## src/rtl/bin2bcd_converter_pkg.sv

```systemverilog
// -----------------------------------------------------------------------------
// bin2bcd_converter_pkg
// Shared constants and types for the binary-to-BCD converter.
//   N_BITS         : default width of the binary operand (max 13 -> fits 4 digits)
//   DIGITS         : number of BCD output digits
//   ADD3_THRESHOLD : digits at or above this value get +3 before each shift
//   state_t        : converter FSM encoding (IDLE, OP, DONE)
// -----------------------------------------------------------------------------
package bin2bcd_converter_pkg;

    localparam int N_BITS = 13;
    localparam int DIGITS = 4;

    localparam logic [3:0] ADD3_THRESHOLD = 4'd5;

    typedef enum logic [1:0] {
        IDLE = 2'd0,
        OP   = 2'd1,
        DONE = 2'd2
    } state_t;

endpackage

```

## src/rtl/bin2bcd_converter_add3.sv

```systemverilog
// -----------------------------------------------------------------------------
// add3_adjust
// Combinational double-dabble digit correction: a BCD digit of 5 or more is
// bumped by 3 so that the following left shift carries correctly into the
// next decimal digit.
//   digit_in  : 4-bit working BCD digit (0..9)
//   digit_out : corrected digit (at most 12, so the 4-bit add cannot overflow)
// -----------------------------------------------------------------------------
module add3_adjust
    import bin2bcd_converter_pkg::*;
(
    input  logic [3:0] digit_in,
    output logic [3:0] digit_out
);

    assign digit_out = (digit_in >= ADD3_THRESHOLD) ? (digit_in + 4'd3) : digit_in;

endmodule

```

## src/rtl/bin2bcd_converter.sv

```systemverilog
// -----------------------------------------------------------------------------
// bin2bcd_converter
// Sequential double-dabble binary-to-BCD converter. Sits between the
// difference engine (start <- done_tick, bin <- data_out) and the
// seven-segment display driver.
//   clk        : system clock, rising edge
//   reset      : asynchronous active-low reset
//   start      : conversion request, accepted only while ready
//   bin        : unsigned operand, sampled when start is accepted
//   ready      : high while idle
//   done_tick  : one-cycle pulse when bcd3..bcd0 carry a fresh result
//   bcd3..bcd0 : thousands/hundreds/tens/units, updated only on completion
// -----------------------------------------------------------------------------
module bin2bcd_converter #(
    parameter int N_BITS = bin2bcd_converter_pkg::N_BITS,
    parameter int DIGITS = bin2bcd_converter_pkg::DIGITS
) (
    input  logic              clk,
    input  logic              reset,
    input  logic              start,
    input  logic [N_BITS-1:0] bin,
    output logic              ready,
    output logic              done_tick,
    output logic [3:0]        bcd3,
    output logic [3:0]        bcd2,
    output logic [3:0]        bcd1,
    output logic [3:0]        bcd0
);

    import bin2bcd_converter_pkg::*;

    localparam int CNT_W = $clog2(N_BITS + 1);
    localparam int BCD_W = 4 * DIGITS;

    state_t state_reg, state_next;

    logic [N_BITS-1:0] shift_reg, shift_next;
    logic [BCD_W-1:0]  work_reg,  work_next;
    logic [CNT_W-1:0]  cnt_reg,   cnt_next;
    logic [BCD_W-1:0]  bcd_reg,   bcd_next;

    // Working digits after the per-digit +3 correction.
    logic [BCD_W-1:0]  work_adj;

    // {corrected BCD, remaining binary} shifted left by one: one OP step.
    logic [BCD_W+N_BITS-1:0] op_shift;

    genvar gi;
    generate
        for (gi = 0; gi < DIGITS; gi++) begin : g_adjust
            add3_adjust u_add3 (
                .digit_in  (work_reg[4*gi +: 4]),
                .digit_out (work_adj[4*gi +: 4])
            );
        end
    endgenerate

    assign op_shift = {work_adj, shift_reg} << 1;

    // ------------------------------------------------------------------
    // State and datapath registers
    // ------------------------------------------------------------------
    always_ff @(posedge clk or negedge reset) begin
        if (!reset) begin
            state_reg <= IDLE;
            shift_reg <= '0;
            work_reg  <= '0;
            cnt_reg   <= '0;
            bcd_reg   <= '0;
        end else begin
            state_reg <= state_next;
            shift_reg <= shift_next;
            work_reg  <= work_next;
            cnt_reg   <= cnt_next;
            bcd_reg   <= bcd_next;
        end
    end

    // ------------------------------------------------------------------
    // Next-state and datapath logic
    // ------------------------------------------------------------------
    always_comb begin
        state_next = state_reg;
        shift_next = shift_reg;
        work_next  = work_reg;
        cnt_next   = cnt_reg;
        bcd_next   = bcd_reg;

        case (state_reg)
            IDLE: begin
                if (start) begin
                    shift_next = bin;
                    work_next  = '0;
                    cnt_next   = CNT_W'(N_BITS);
                    state_next = OP;
                end
            end

            OP: begin
                work_next  = op_shift[BCD_W+N_BITS-1:N_BITS];
                shift_next = op_shift[N_BITS-1:0];
                cnt_next   = cnt_reg - CNT_W'(1);
                // Last shift: publish the finished digits on the same edge we
                // enter DONE, so the display never sees an intermediate value.
                if (cnt_reg == CNT_W'(1)) begin
                    bcd_next   = op_shift[BCD_W+N_BITS-1:N_BITS];
                    state_next = DONE;
                end
            end

            DONE: begin
                state_next = IDLE;
            end

            default: begin
                state_next = IDLE;
            end
        endcase
    end

    assign ready     = (state_reg == IDLE);
    assign done_tick = (state_reg == DONE);

    assign bcd3 = bcd_reg[15:12];
    assign bcd2 = bcd_reg[11:8];
    assign bcd1 = bcd_reg[7:4];
    assign bcd0 = bcd_reg[3:0];

endmodule

```

## config.mk

```make
export PLATFORM = sky130hd
export DESIGN_NAME = bin2bcd_converter
export DESIGN_NICKNAME = d
export VERILOG_FILES = /design/src/rtl/bin2bcd_converter_pkg.sv /design/src/rtl/bin2bcd_converter_add3.sv /design/src/rtl/bin2bcd_converter.sv
export SDC_FILE = /design/constraint.sdc
export NUM_CORES = 1
export LEC_CHECK = 0
export BUFFER_PORTS_ARGS = -buffer_cell sky130_fd_sc_hd__buf_2
export CAP_MARGIN = 0
export CORE_UTILIZATION = 60
export DETAILED_ROUTE_END_ITERATION = 12
export PLACE_DENSITY = 0.83
export SLEW_MARGIN = 5
export SYNTH_ARGS = -nofsm -noshare
export SYNTH_HDL_FRONTEND = slang
export SYNTH_SLANG_ARGS = --single-unit
```

## constraint.sdc

```tcl
create_clock -name clk -period 3.47 [get_ports clk]
set_input_delay 0 -clock clk [delete_from_list [all_inputs] [get_ports clk]]
set_output_delay 0 -clock clk [all_outputs]
set_load 0.1 [all_outputs]
```

==> implementation parameters, run 1 <==
Parameter                              Value

Worst setup path
  Minimum setup slack among reg-to-reg paths    1.54 ns
  Worst reg2reg path depth    4
  Series of cell instances along the critical path    nor2b_1, nand2_2, inv_2, mux2_2
  Capturing element type of the critical path    register
  Endpoint of the lowest-slack register-to-register path    bcd_reg[13]
  Library cell contributing the largest single delay on the critical path    dfrtp_1
  Critical path start-end classification    register to register
  Worst EP required    3.66 ns
  Largest delay contributor family on the critical path    flip-flops
  Number of cells on the critical path    4
  Startpoint type of the worst setup path    register
  R2R Path Start    state_reg[0]
  Buf/Inv on CP    1
  Peak fanout along the critical path    21
  CP arrival    2.12 ns
  Highest cell delay on the worst timing path    0.70 ns

Place
  Placement Cell Area    2709 um^2
  Input/output buffers    33
  HPWL after detailed placement    3267 um
  Final Wtd Congestion    0.7569

Yosys
  Yosys synthesis warning count    0
  Area leader, netlist    dfrtp_1
  Synthesized cell area    2537 um^2
  Area fraction of the dominant cell type after synthesis    0.5030
  Leading post-synthesis cells by cell area    dfrtp_1, o21ai_0, ha_1, a21oi_1, nor2b_1
  Register area share after synthesis    0.5030
  Syn avg cell area    10.11 um^2
  Number of nets in the synthesized netlist    277
  Post-synthesis cell count    251
  Total of flip-flops plus latches after synthesis    51
  Library cells used by synthesis    29

Global route
  Vias in the first global route    1,842
  Global router's overall resource usage    0.2495
  Global-route wire length before repair    8211 um
  Number of antenna violations at the first check in global routing    0
  Maximum number of pins on one net before global-route repair    52
  Overflow after GRT    0

CTS
  CTS HTree Levels    2
  Clk_lat worst skew    0.31 ns
  Number of sinks handled by clock tree synthesis    51
  Num CTS Buffers    5
  Clock tree from TritonCTS    built
  Clock Path Buffers    2
  Resized cells post-CTS    0
  Root buffer cell    clkbuf_8
  Post-CTS clock slew at the launch and capture registers of the worst setup and hold paths    0.08 ns
  Post-CTS setup-driven buffer insertion count    0

Detailed routing
  Number of detailed-routing iterations run before antenna repair    4
  DR vias/cell    5.794
  Initial detailed-routing violation count    177
  DRC    0
  Total number of vias    1,964
  Post-detailed-route count of antenna-violating nets    0
  Final routed wirelength across all metal layers    4827 um
  Average wire per standard cell    14.24 um

Floorplan
  Count of boundary I/O pins    34
  Die height    67.03 um
  Area of the die    4493 um^2
  Core Footprint    4029 um^2
  Site row count    23
  Initial Util    0.6298
  Die X    67.03 um

Timing
  Worst clock skew    0.009083 ns
  Number of failing setup endpoints in the final timing report    0
  Number of hold violations in the final report    0
  Sum of negative setup slack    0 ns
  Max Transition Viols Final    0
  Crit share post-route    0.5573
  RSZ-0062 raised after global routing    false
  Upper clock frequency limit    517.1 MHz
  Slew at the pin with the worst max-slew slack    0.6180 ns
  Final Critical Period    1.934 ns
  Max-Slew Margin vs Limit    0.5880

Hold path
  Path category of the worst min-delay check    input port to register
  End point of the worst hold path    shift_reg[0]
  Hold_sp    bin[0]
  Number of stages on the worst hold path    3

Layout
  Share of cells above drive strength 1    0.1972
  Diodes inserted    0
  Fill cell total of the finished layout    310
  Final standard cell area without fillers    2887 um^2
  Total number of nets in the final design    315
  Area Growth Syn to Fin    13.76%

Run status
  Run status    complete, no violations

Run
  Max-capacitance violation count    0
final cells by class:
type	instances	area (um^2)	area share
Clock buffer	6	82.58	0.02861
Timing Repair Buffer	45	277.8	0.09623
Sequential cell	51	1276	0.4421
Inverter	11	41.29	0.01430
Clock inverter	1	5.005	0.001734
Tap cell	50	62.56	0.02167
Multi-Input combinational cell	175	1141	0.3953
layout by cell type (no fill, tap or decap), drive strengths merged:
cell | synthesis | final
clkinv | 0 | 1
dlygate4sd3 | 0 | 9
nor2b | 17 | 17
nand3 | 4 | 4
a22oi | 12 | 12
a21oi | 27 | 27
nor2 | 1 | 1
a22o | 7 | 7
o21bai | 1 | 1
nor3 | 5 | 5
xnor2 | 4 | 4
ha | 10 | 10
mux2i | 4 | 4
nor3b | 8 | 8
nand2 | 22 | 22
o21ai | 38 | 38
nand2b | 5 | 5
mux2 | 7 | 7
buf | 11 | 36
dfrtp | 51 | 51
nand3b | 2 | 2
and2b | 1 | 1
inv | 11 | 11
clkbuf | 3 | 6
cell usage after synthesis, drive strengths merged:
cell type / count
dfrtp: 51
o21ai: 38
a21oi: 27
nand2: 22
nor2b: 17
a22oi: 12
buf: 11
inv: 11
ha: 10
nor3b: 8
a22o: 7
mux2: 7
nand2b: 5
nor3: 5
mux2i: 4
nand3: 4
xnor2: 4
clkbuf: 3
nand3b: 2
and2b: 1
nor2: 1
o21bai: 1
routing by layer:
| metal | up-vias | part of all wire | track usage |
|---|---|---|---|
| li1 | 946 | - | - |
| met1 | 971 | 0.46 | 0.3188 |
| met2 | 39 | 0.49 | 0.3988 |
| met3 | 8 | 0.042 | 0.06849 |
| met4 | 0 | 0.016 | 0.09574 |
| met5 | - | 0 | 0 |
repair_timing:
item | CTS | global route
endpoints found under the setup margin | 0 | 0
hold endpoints to repair | 59 | 0
hold buffers | 9 | 0
tightest hold or removal path, stage by stage:
cell and delay (ns):
buf_2 0.08, a21oi_1 0.04, o21ai_0 0.14
worst max-delay path by stage:
stage / start / endpoint
after detailed placement: state_reg[0] / bcd_reg[13]
after CTS: state_reg[0] / bcd_reg[13]
after floorplan: state_reg[1] / done_tick
after global placement: state_reg[0] / bcd_reg[1]
after global routing: state_reg[0] / bcd_reg[13]
final: state_reg[0] / bcd_reg[13]
per-stage QoR:
step	instances	setup slack [ns]	utilization	hold slack, ns
after floorplan	251	1.307	-	-0.2956
after global placement	323	1.622	0.6724	0.1369
after detailed placement	323	1.554	0.6724	0.1423
after CTS	339	1.544	0.7165	0.002826
after global routing	339	1.378	0.7165	0.02498
final	339	1.536	0.7165	0.001721
logic make-up (layout without fill, tap and decap cells):
group                      count (synthesis)  count (layout)  share of synthesized area
AOI/OAI and AO/OA                         85              85                     0.1967
xor gates and xnor gates                   4               4                    0.01381
adders and majority gates                 10              10                    0.04931
buffers and inverters                     25              63                    0.04734
DFF                                       51              51                     0.5030
muxes                                     11              11                    0.04832
and+or+nand+nor                           65              65                     0.1415
Power of run 1 is left out: the tool's default activity adds up to more than one toggle a clock period on the data nets, which glitch-free logic cannot reach.
==> run 2: changes to the inputs <==
--- a/config.mk
+++ b/config.mk
@@ -7,9 +7,9 @@
 export LEC_CHECK = 0
 export BUFFER_PORTS_ARGS = -buffer_cell sky130_fd_sc_hd__buf_2
 export CAP_MARGIN = 0
-export CORE_UTILIZATION = 60
+export CORE_UTILIZATION = 57
 export DETAILED_ROUTE_END_ITERATION = 12
-export PLACE_DENSITY = 0.83
+export PLACE_DENSITY = 0.79
 export SLEW_MARGIN = 5
 export SYNTH_ARGS = -nofsm -noshare
 export SYNTH_HDL_FRONTEND = slang
==> constraint.sdc (replaced) <==
create_clock -name clk -period 1.8 [get_ports clk]
set_input_delay 0 -clock clk [delete_from_list [all_inputs] [get_ports clk]]
set_output_delay 0 -clock clk [all_outputs]
set_load 0.1 [all_outputs]
==> run 2 against run 1 <==
Against the previous run:
- the run now ends with hold timing left
- utilization is 0.60 points lower
- via count stayed put
- fmax rose by 22%
- count of clock-buffer cells in the layout did not move
- routed wire length grew 4.3%
- global-route usage is 0.98 points lower
- setup slack lost 1.3 ns
- final area rose by 2.0%
- sequential share of layout area decreased by 0.86 points
- cell count grew 1.2%
- die area is 5.1% higher
- non-clock buffer count up 4
- critical endpoint is now bcd_reg[10]
- largest cell class unchanged
==> implementation parameters, run 2 (same netlist as run 1, synthesis figures left out) <==
Parameter                              Value

Run status
  Run status    finished, violations left
  Violations in the final reports    hold timing

Place
  Final Wtd Congestion    0.7967 (+5.3%)
  HPWL after detailed placement    3399 um (+4.1%)
  Input/output buffers    33 (unchanged)

Timing
  Crit share post-route    0.8782 (+0.3209)
  Number of failing setup endpoints in the final timing report    0 (unchanged)
  Upper clock frequency limit    632.6 MHz (+22%)
  Slew at the pin with the worst max-slew slack    0.5325 ns (-0.08547 ns)
  RSZ-0062 raised after global routing    false
  Max Transition Viols Final    0 (unchanged)
  Worst clock skew    0.007014 ns (-0.002069 ns)
  Max-Slew Margin vs Limit    0.6450 (+0.05698)
  Sum of negative setup slack    0 ns (unchanged)
  Number of hold violations in the final report    1 (+1)
  Worst Hold Margin    -0.002909 ns (-0.004630 ns)
  Final Critical Period    1.581 ns (-0.3532 ns)

Global route
  Global-route wire length before repair    8169 um (-0.51%)
  Number of antenna violations at the first check in global routing    0 (unchanged)
  Vias in the first global route    1,831 (-0.60%)
  Global router's overall resource usage    0.2398 (-0.009768)
  Overflow after GRT    0 (unchanged)
  Maximum number of pins on one net before global-route repair    30 (-42%)

Hold path
  Number of stages on the worst hold path    3 (unchanged)
  End point of the worst hold path    shift_reg[10]
  Path category of the worst min-delay check    input port to register
  Hold_sp    bin[10]

CTS
  Root buffer cell    clkbuf_8
  Clock Path Buffers    2 (unchanged)
  Post-CTS clock slew at the launch and capture registers of the worst setup and hold paths    0.09 ns (about the same)
  Number of sinks handled by clock tree synthesis    51 (unchanged)
  Resized cells post-CTS    0 (unchanged)
  Clock tree from TritonCTS    built
  CTS HTree Levels    2 (unchanged)
  Clk_lat worst skew    0.30 ns (about the same)
  Num CTS Buffers    5 (unchanged)

Detailed routing
  DR vias/cell    5.726 (-1.2%)
  Average wire per standard cell    14.67 um (+3.1%)
  Final routed wirelength across all metal layers    5033 um (+4.3%)
  Total number of vias    1,964 (unchanged)
  Number of detailed-routing iterations run before antenna repair    4 (unchanged)
  Initial detailed-routing violation count    176 (-0.56%)
  Post-detailed-route count of antenna-violating nets    0 (unchanged)
  DRC    0 (unchanged)

Run
  Max-capacitance violation count    0 (unchanged)

Floorplan
  Die X    68.72 um (+2.5%)
  Core Footprint    4144 um^2 (+2.9%)
  Count of boundary I/O pins    34 (unchanged)
  Area of the die    4722 um^2 (+5.1%)
  Site row count    23 (unchanged)
  Initial Util    0.6123 (-0.01749)
  Die height    68.72 um (+2.5%)

Worst setup path
  Minimum setup slack among reg-to-reg paths    0.22 ns (-1.32 ns)
  Critical path start-end classification    register to register
  Worst EP required    2.00 ns (-1.66 ns)
  Endpoint of the lowest-slack register-to-register path    bcd_reg[10]
  Worst reg2reg path depth    6 (+2)
  Startpoint type of the worst setup path    register
  Peak fanout along the critical path    5 (-76%)
  Capturing element type of the critical path    register
  R2R Path Start    work_reg[9]
  CP arrival    1.78 ns (-0.34 ns)

Layout
  Total number of nets in the final design    319 (+1.3%)
  Most common cell after layout, fill and taps aside    dfrtp_1
  Commonest non-fill, non-tap cells in the layout    dfrtp_1, o21ai_0, buf_2, a21oi_1, nand2_1
  Diodes inserted    0 (unchanged)
  Area Growth Syn to Fin    16.03%
  Share of cells above drive strength 1    0.2184 (+0.02120)
run 2: how the worst max path moves through the flow:
stage,slack [ns],endpoint,from
floorplan,0.13,done_tick,state_reg[1]
global placement,0.29,bcd_reg[2],work_reg[0]
detailed placement,0.22,bcd_reg[6],work_reg[4]
CTS,0.21,bcd_reg[6],work_reg[4]
global route,0.09,bcd_reg[10],work_reg[9]
finish,0.22,bcd_reg[10],work_reg[9]
run 2: routing by layer:
| metal | up-vias | track usage | share of wire |
|---|---|---|---|
| met5 | - | 0 | 0 |
| met4 | 0 | 0.08418 | 0.013 |
| met3 | 7 | 0.06086 | 0.044 |
| met2 | 60 | 0.3897 | 0.49 |
| met1 | 934 | 0.3106 | 0.46 |
| li1 | 963 | - | - |
run 2: per-stage QoR:
step	setup WS (ns)	std cells	hold slack [ns]	area [um^2]	util
6_report	0.2192	343	-0.002909	2944	0.7104
5_1_grt	0.09011	343	0.01452	2944	0.7104
4_1_cts	0.2097	343	0.001556	2944	0.7104
3_5_place_dp	0.2239	329	0.01020	2771	0.6688
3_3_place_gp	0.2922	329	0.0002277	2771	0.6688
2_1_floorplan	0.1265	251	-0.2956	2542	-
run 2: critical path: stages, from the launching register on:
cell and delay (ns):
dfrtp_1 0.41, inv_1 0.11, ha_1 0.25, nand2b_1 0.11
a21oi_2 0.21, mux2i_1 0.11, mux2_2 0.27
run 2: final cells by class:
class                      instances  area, um^2
clock buffer                       6       72.57
inverter                          11       41.29
clock inverter                     1       30.03
sequential                        51        1276
multi-input combinational        175        1146
timing repair buffer              49       315.3
fill                             326        1200
tap                               50       62.56
run 2: what timing repair did:
action / in CTS / in global routing
setup buffers: 0 / 0
hold endpoints to repair: 28 / 0
hold buffers: 7 / 0
Power of run 2 is left out for the same reason.
